==> config.mk <==
export PLATFORM = sky130hd
export DESIGN_NAME = fetch_sequencer
export DESIGN_NICKNAME = d
export VERILOG_FILES = /design/src/rtl/fetch_sequencer.sv
export SDC_FILE = /design/constraint.sdc
export NUM_CORES = 1
export LEC_CHECK = 0
export ABC_AREA = 0
export BUFFER_PORTS_ARGS = -buffer_cell sky130_fd_sc_hd__buf_2
export CAP_MARGIN = 30
export CORE_MARGIN = 4
export CORE_UTILIZATION = 35
export CTS_CLUSTER_DIAMETER = 200
export CTS_CLUSTER_SIZE = 30
export DETAILED_ROUTE_END_ITERATION = 8
export PLACE_DENSITY_LB_ADDON = 0.1
export SLEW_MARGIN = 20
export SYNTH_ARGS = -nofsm -noshare
export SYNTH_HDL_FRONTEND = slang
export SYNTH_SLANG_ARGS = --single-unit
==> constraint.sdc <==
create_clock -name clk -period 3.3 [get_ports clk]
set_input_delay 0 -clock clk [delete_from_list [all_inputs] [get_ports clk]]
set_output_delay 0 -clock clk [all_outputs]
set_load 0.005 [all_outputs]
==> src/rtl/fetch_sequencer.sv <==
// Fetch-stage PC owner: reads instruction memory and streams {instr, pc} to decode through a 2-entry skid queue.
// Optional macro JUMP_PREDECODE_EN: follow J-format targets at fetch instead of falling through to pc + 4.
module fetch_sequencer #(
  parameter int ADDR_W = 7,
  parameter int DEPTH  = 2
) (
  input  logic              clk,
  input  logic              rst_n,
  input  logic              fetch_en,
  output logic [ADDR_W-1:0] mem_add,
  input  logic [31:0]       mem_instruc,
  input  logic              redirect_valid,
  input  logic [ADDR_W-1:0] redirect_pc,
  output logic              id_valid,
  input  logic              id_ready,
  output logic [31:0]       id_instruc,
  output logic [ADDR_W-1:0] id_pc,
  output logic [ADDR_W-1:0] id_pc_plus4
);

  typedef struct packed {
    logic [31:0]       instr;
    logic [ADDR_W-1:0] pc;
  } entry_t;

  localparam logic [1:0] FULL = 2'(DEPTH);

  entry_t [DEPTH-1:0] ent_q, ent_d;
  entry_t             head_q, head_d;
  logic [1:0]         count_q, count_d;
  logic               rd_q, rd_d, wr_q, wr_d;
  logic [ADDR_W-1:0]  pc_q, pc_d, next_pc;
  logic               push, pop;

  always_comb begin
    pop  = (count_q != 2'd0) & id_ready;
    push = fetch_en & ~redirect_valid & ((count_q < FULL) | pop);

    next_pc = pc_q + ADDR_W'(4);
`ifdef JUMP_PREDECODE_EN
    if (mem_instruc[31:26] == 6'b000010)
      next_pc = {mem_instruc[ADDR_W-3:0], 2'b00};
`endif

    ent_d   = ent_q;
    count_d = count_q;
    rd_d    = rd_q;
    wr_d    = wr_q;
    pc_d    = pc_q;

    if (redirect_valid) begin
      // Flush wins over any coincident push/pop.
      count_d = 2'd0;
      rd_d    = 1'b0;
      wr_d    = 1'b0;
      pc_d    = redirect_pc & ~ADDR_W'(3);
    end else begin
      if (push) begin
        ent_d[wr_q] = '{instr: mem_instruc, pc: pc_q};
        wr_d        = ~wr_q;
        pc_d        = next_pc;
      end
      if (pop) rd_d = ~rd_q;
      count_d = count_q + {1'b0, push} - {1'b0, pop};
    end

    // Head is registered so it keeps its last value once the queue empties.
    head_d = head_q;
    if (count_d != 2'd0) head_d = ent_d[rd_d];
  end

  always_ff @(posedge clk or negedge rst_n) begin
    if (!rst_n) begin
      ent_q   <= '0;
      head_q  <= '0;
      count_q <= 2'd0;
      rd_q    <= 1'b0;
      wr_q    <= 1'b0;
      pc_q    <= '0;
    end else begin
      ent_q   <= ent_d;
      head_q  <= head_d;
      count_q <= count_d;
      rd_q    <= rd_d;
      wr_q    <= wr_d;
      pc_q    <= pc_d;
    end
  end

  assign mem_add     = pc_q;
  assign id_valid    = (count_q != 2'd0);
  assign id_instruc  = head_q.instr;
  assign id_pc       = head_q.pc;
  assign id_pc_plus4 = head_q.pc + ADDR_W'(4);

endmodule
==> run_results.csv <==
group,metric,value,unit
min_path,hold_start,"redirect_valid",
pwr,pwr-share-seq,0.365,
setup_path,crit_slowest_cell,"a21o_2",
layout,postLayoutCellArea,7940,µm²
setup_path,crit_chain,"o21ai_2 > inv_1 > ha_1 > inv_1 > ha_1 > xnor3_1 > a21o_2 > buf_12 > nand2_1 > o31ai_1",
min_path,hp-class,"in2reg",
timing,tns,0,ns
die,coreArea,17500,µm²
timing,setup-violations-final,0,
die,pin_count,98,
timing,period_share,0.847,
synth,yosysTopAreaCell,"dfrtp_1",
timing,rsz0062_at_grt,"no",
timing,worst_slew_pin_slew,0.737,ns
layout,insertedDiodeCount,0,
setup_path,crit_path_max_fanout,46,
layout,fin_cells,935,
grt,grtUsageTotal,0.190,
setup_path,rrSetupSlack,0.51,ns
setup_path,endpoint_kind,"flip-flop",
grt,grt_max_degree,68,
pwr,power_density,854,nW/µm²
synth,synth_flop_cell,"dfrtp_1",
synth,ys_async_sr_fraction,1.00,
placed_design,gp_congestion,0.729,
synth,synth_warnings,0,
pwr,pwr-share-clk,0.286,
synth,synth.area.top_cells,"dfrtp_1 50%, a21o_1 8.9%, a2111oi_0 5.1%",
drt,wirelength,18900,µm
flow_run,maxCapViolations,0,
die,fp.dieH,142,µm
synth,synth_seq_cells,126,
pwr,power_frac_comb,0.349,
drt,ant_nets,0,
placed_design,dpl_cell_area,6890,µm²
grt,antenna_found_initial,1,
die,die_x,142,µm
synth,ys_seq_area_frac,0.500,
setup_path,timing.rr.end,"id_instruc[17]",
clock_tree,cts_tree,"yes",
layout,drive_gt1_frac,0.214,
pwr,power.internal,4.48,mW
pwr,switching_share,0.340,
synth,syn_area,6300,µm²
grt,grt_pass1_wl,30100,µm
layout,syn2layout_area_growth,26.0,%
timing,slew_headroom,0.506,
pwr,power.total,6.78,mW
drt,drtIter0Drc,406,
setup_path,worst_ep_arrival_time,3.11,ns
placed_design,place_inst,862,
setup_path,startpoint_type,"flip-flop",
layout,final_util,0.454,
drt,detail_route.wl_per_cell,20.3,µm
pwr,p_leak,3.86,nW
synth,yosys.cell_count.top_type,"dfrtp_1",
die,fp.dieArea,20200,µm²
timing,period_needed,2.79,ns
die,initial_core_util,0.361,
synth,yosys-top-cells-count,"126 x dfrtp_1, 75 x a21o_1, 45 x nand2_1",
synth,synth_top_area_frac,0.500,
drt,dr.pass1.iters,5,
synth,synthDistinctLibCells,34,
clock_tree,cts.repair.resized,0,
setup_path,ff2ff_path_depth,10,
setup_path,crit_type,"reg2reg",
placed_design,dpl.hpwl,10700,µm
grt,overflow,0,
pwr,vdd_drop_max,0.380,mV
timing,worst_slack,0.505,ns
drt,remaining_drc_errors,0,
layout,num-nets-final,746,
synth,synth_cells,599,
clock_tree,cts_made_buffers,17,
placed_design,place_ws,0.460,ns
clock_tree,cts-root-buf,"clkbuf_16",
clock_tree,path_clk_slew,0.06,ns
synth,syn_avg_cell_area,10.5,µm²
timing,clock_skew,0.0112,ns
timing,slew_viol_final,0,
clock_tree,ctsLongestPathBuffers,2,
pwr,power.switching,2.30,mW
clock_tree,clkSinkCount,126,
min_path,holdPathEnd,"mem_add[5]",
setup_path,slowest_delay,0.54,ns
setup_path,rr_startpoint,"count_q[1]",
drt,viasPerCell,5.85,
timing,fmax,0.358,GHz
synth,synth_edf_count,0,
timing,whs,0.0973,ns
setup_path,crit_required,3.62,ns
drt,vias,5468,
clock_tree,clk_latency,0.41,ns
min_path,hold_depth,4,
placed_design,io_buffers,93,
grt,grt_pass1_vias,5465,
die,row_count,48,
timing,hold_viol_final,0,
setup_path,cp_num_buf_inv,3,
setup_path,crit_family,"compound AO/OA/AOI/OAI gates",
clock_tree,h-tree-depth,4,
outcome,status,"completed",
[worst max path at each step]
| stage | slack (ns) | cells after the start | to | start |
|---|---|---|---|---|
| after floorplan | 0.76 | 13 | id_instruc[28] | count_q[1] |
| final | 0.51 | 10 | id_instruc[17] | count_q[1] |
| after CTS | 0.47 | 9 | id_instruc[19] | count_q[1] |
| after global placement | 0.58 | 9 | id_instruc[18] | count_q[1] |
| after global routing | 0.27 | 10 | id_instruc[17] | count_q[1] |
| after detailed placement | 0.46 | 9 | id_instruc[19] | count_q[1] |
[layout by cell type, fill, tap and decap left out, types with 5 or more instances in the layout]
cell type      count
a21o_1            74
buf_4             15
a221oi_1          37
nor2_1             6
a31oi_1           39
buf_2             92
dfrtp_1          125
nand3_1            6
inv_1             42
dlygate4sd3_1     41
nand2_1           45
a2111oi_0         37
clkbuf_8           5
clkbuf_16         17
nor4b_1           37
o31ai_1           37
[what timing repair did]
action,CTS,global route
setup buffers,0,0
hold buffers,40,1
endpoints found under the hold margin,106,13
[layout make-up]
class | instances | area [µm²]
Inverter | 43 | 161
Tap cell | 225 | 282
Timing Repair Buffer | 153 | 1090
Sequential cell | 126 | 3150
Fill cell | 1688 | 9540
Clock buffer | 25 | 505
Clock inverter | 6 | 105
Multi-Input combinational cell | 357 | 2640
[sequential cells by signal (all words and copies together), names as in the netlist]
register    count
rd_q            1
wr_q            1
mem_add         5
count_q         2
id_pc           7
id_instruc     32
ent_q          78
[layer usage]
layer / GRT usage / vias up / wire length (µm) / part of all wire
met2: 0.314 / 156 / 9030 / 0.48
li1: - / 2485 / - / -
met1: 0.255 / 2808 / 8710 / 0.46
met4: 0.0475 / 2 / 215 / 0.011
met3: 0.0437 / 17 / 979 / 0.052
met5: 0 / - / 13 / 0.00069
[worst reg2reg max path, delay by kind of cell (launching register included)]
family | cells | cell delay [ns]
flops | 1 | 0.45
simple gates | 1 | 0.11
fa+ha+maj | 2 | 0.46
xor+xnor | 1 | 0.26
buf+inv | 3 | 0.45
compound gates | 3 | 0.97
[power by group through the flow]
stage / combinational (mW) / sequential, mW / clock, mW
after floorplan: 1.56 / 2.44 / 0
after global placement: 2.27 / 2.48 / 0
after detailed placement: 2.35 / 2.50 / 0
after CTS: 2.39 / 2.48 / 1.98
after global routing: 2.64 / 2.55 / 2.05
final: 2.36 / 2.48 / 1.94
[logic make-up (layout without fill, tap and decap cells)]
group           Yosys count  count (layout)  synth area share
buf+inv                 117             227            0.0892
other cells               1               2          0.000595
compound gates          237             237             0.290
flops                   126             126             0.500
simple gates            107             107             0.100
xor+xnor                  7               7            0.0119
fa+ha+maj                 4               4           0.00794
Power figures use the tool's default switching activity.
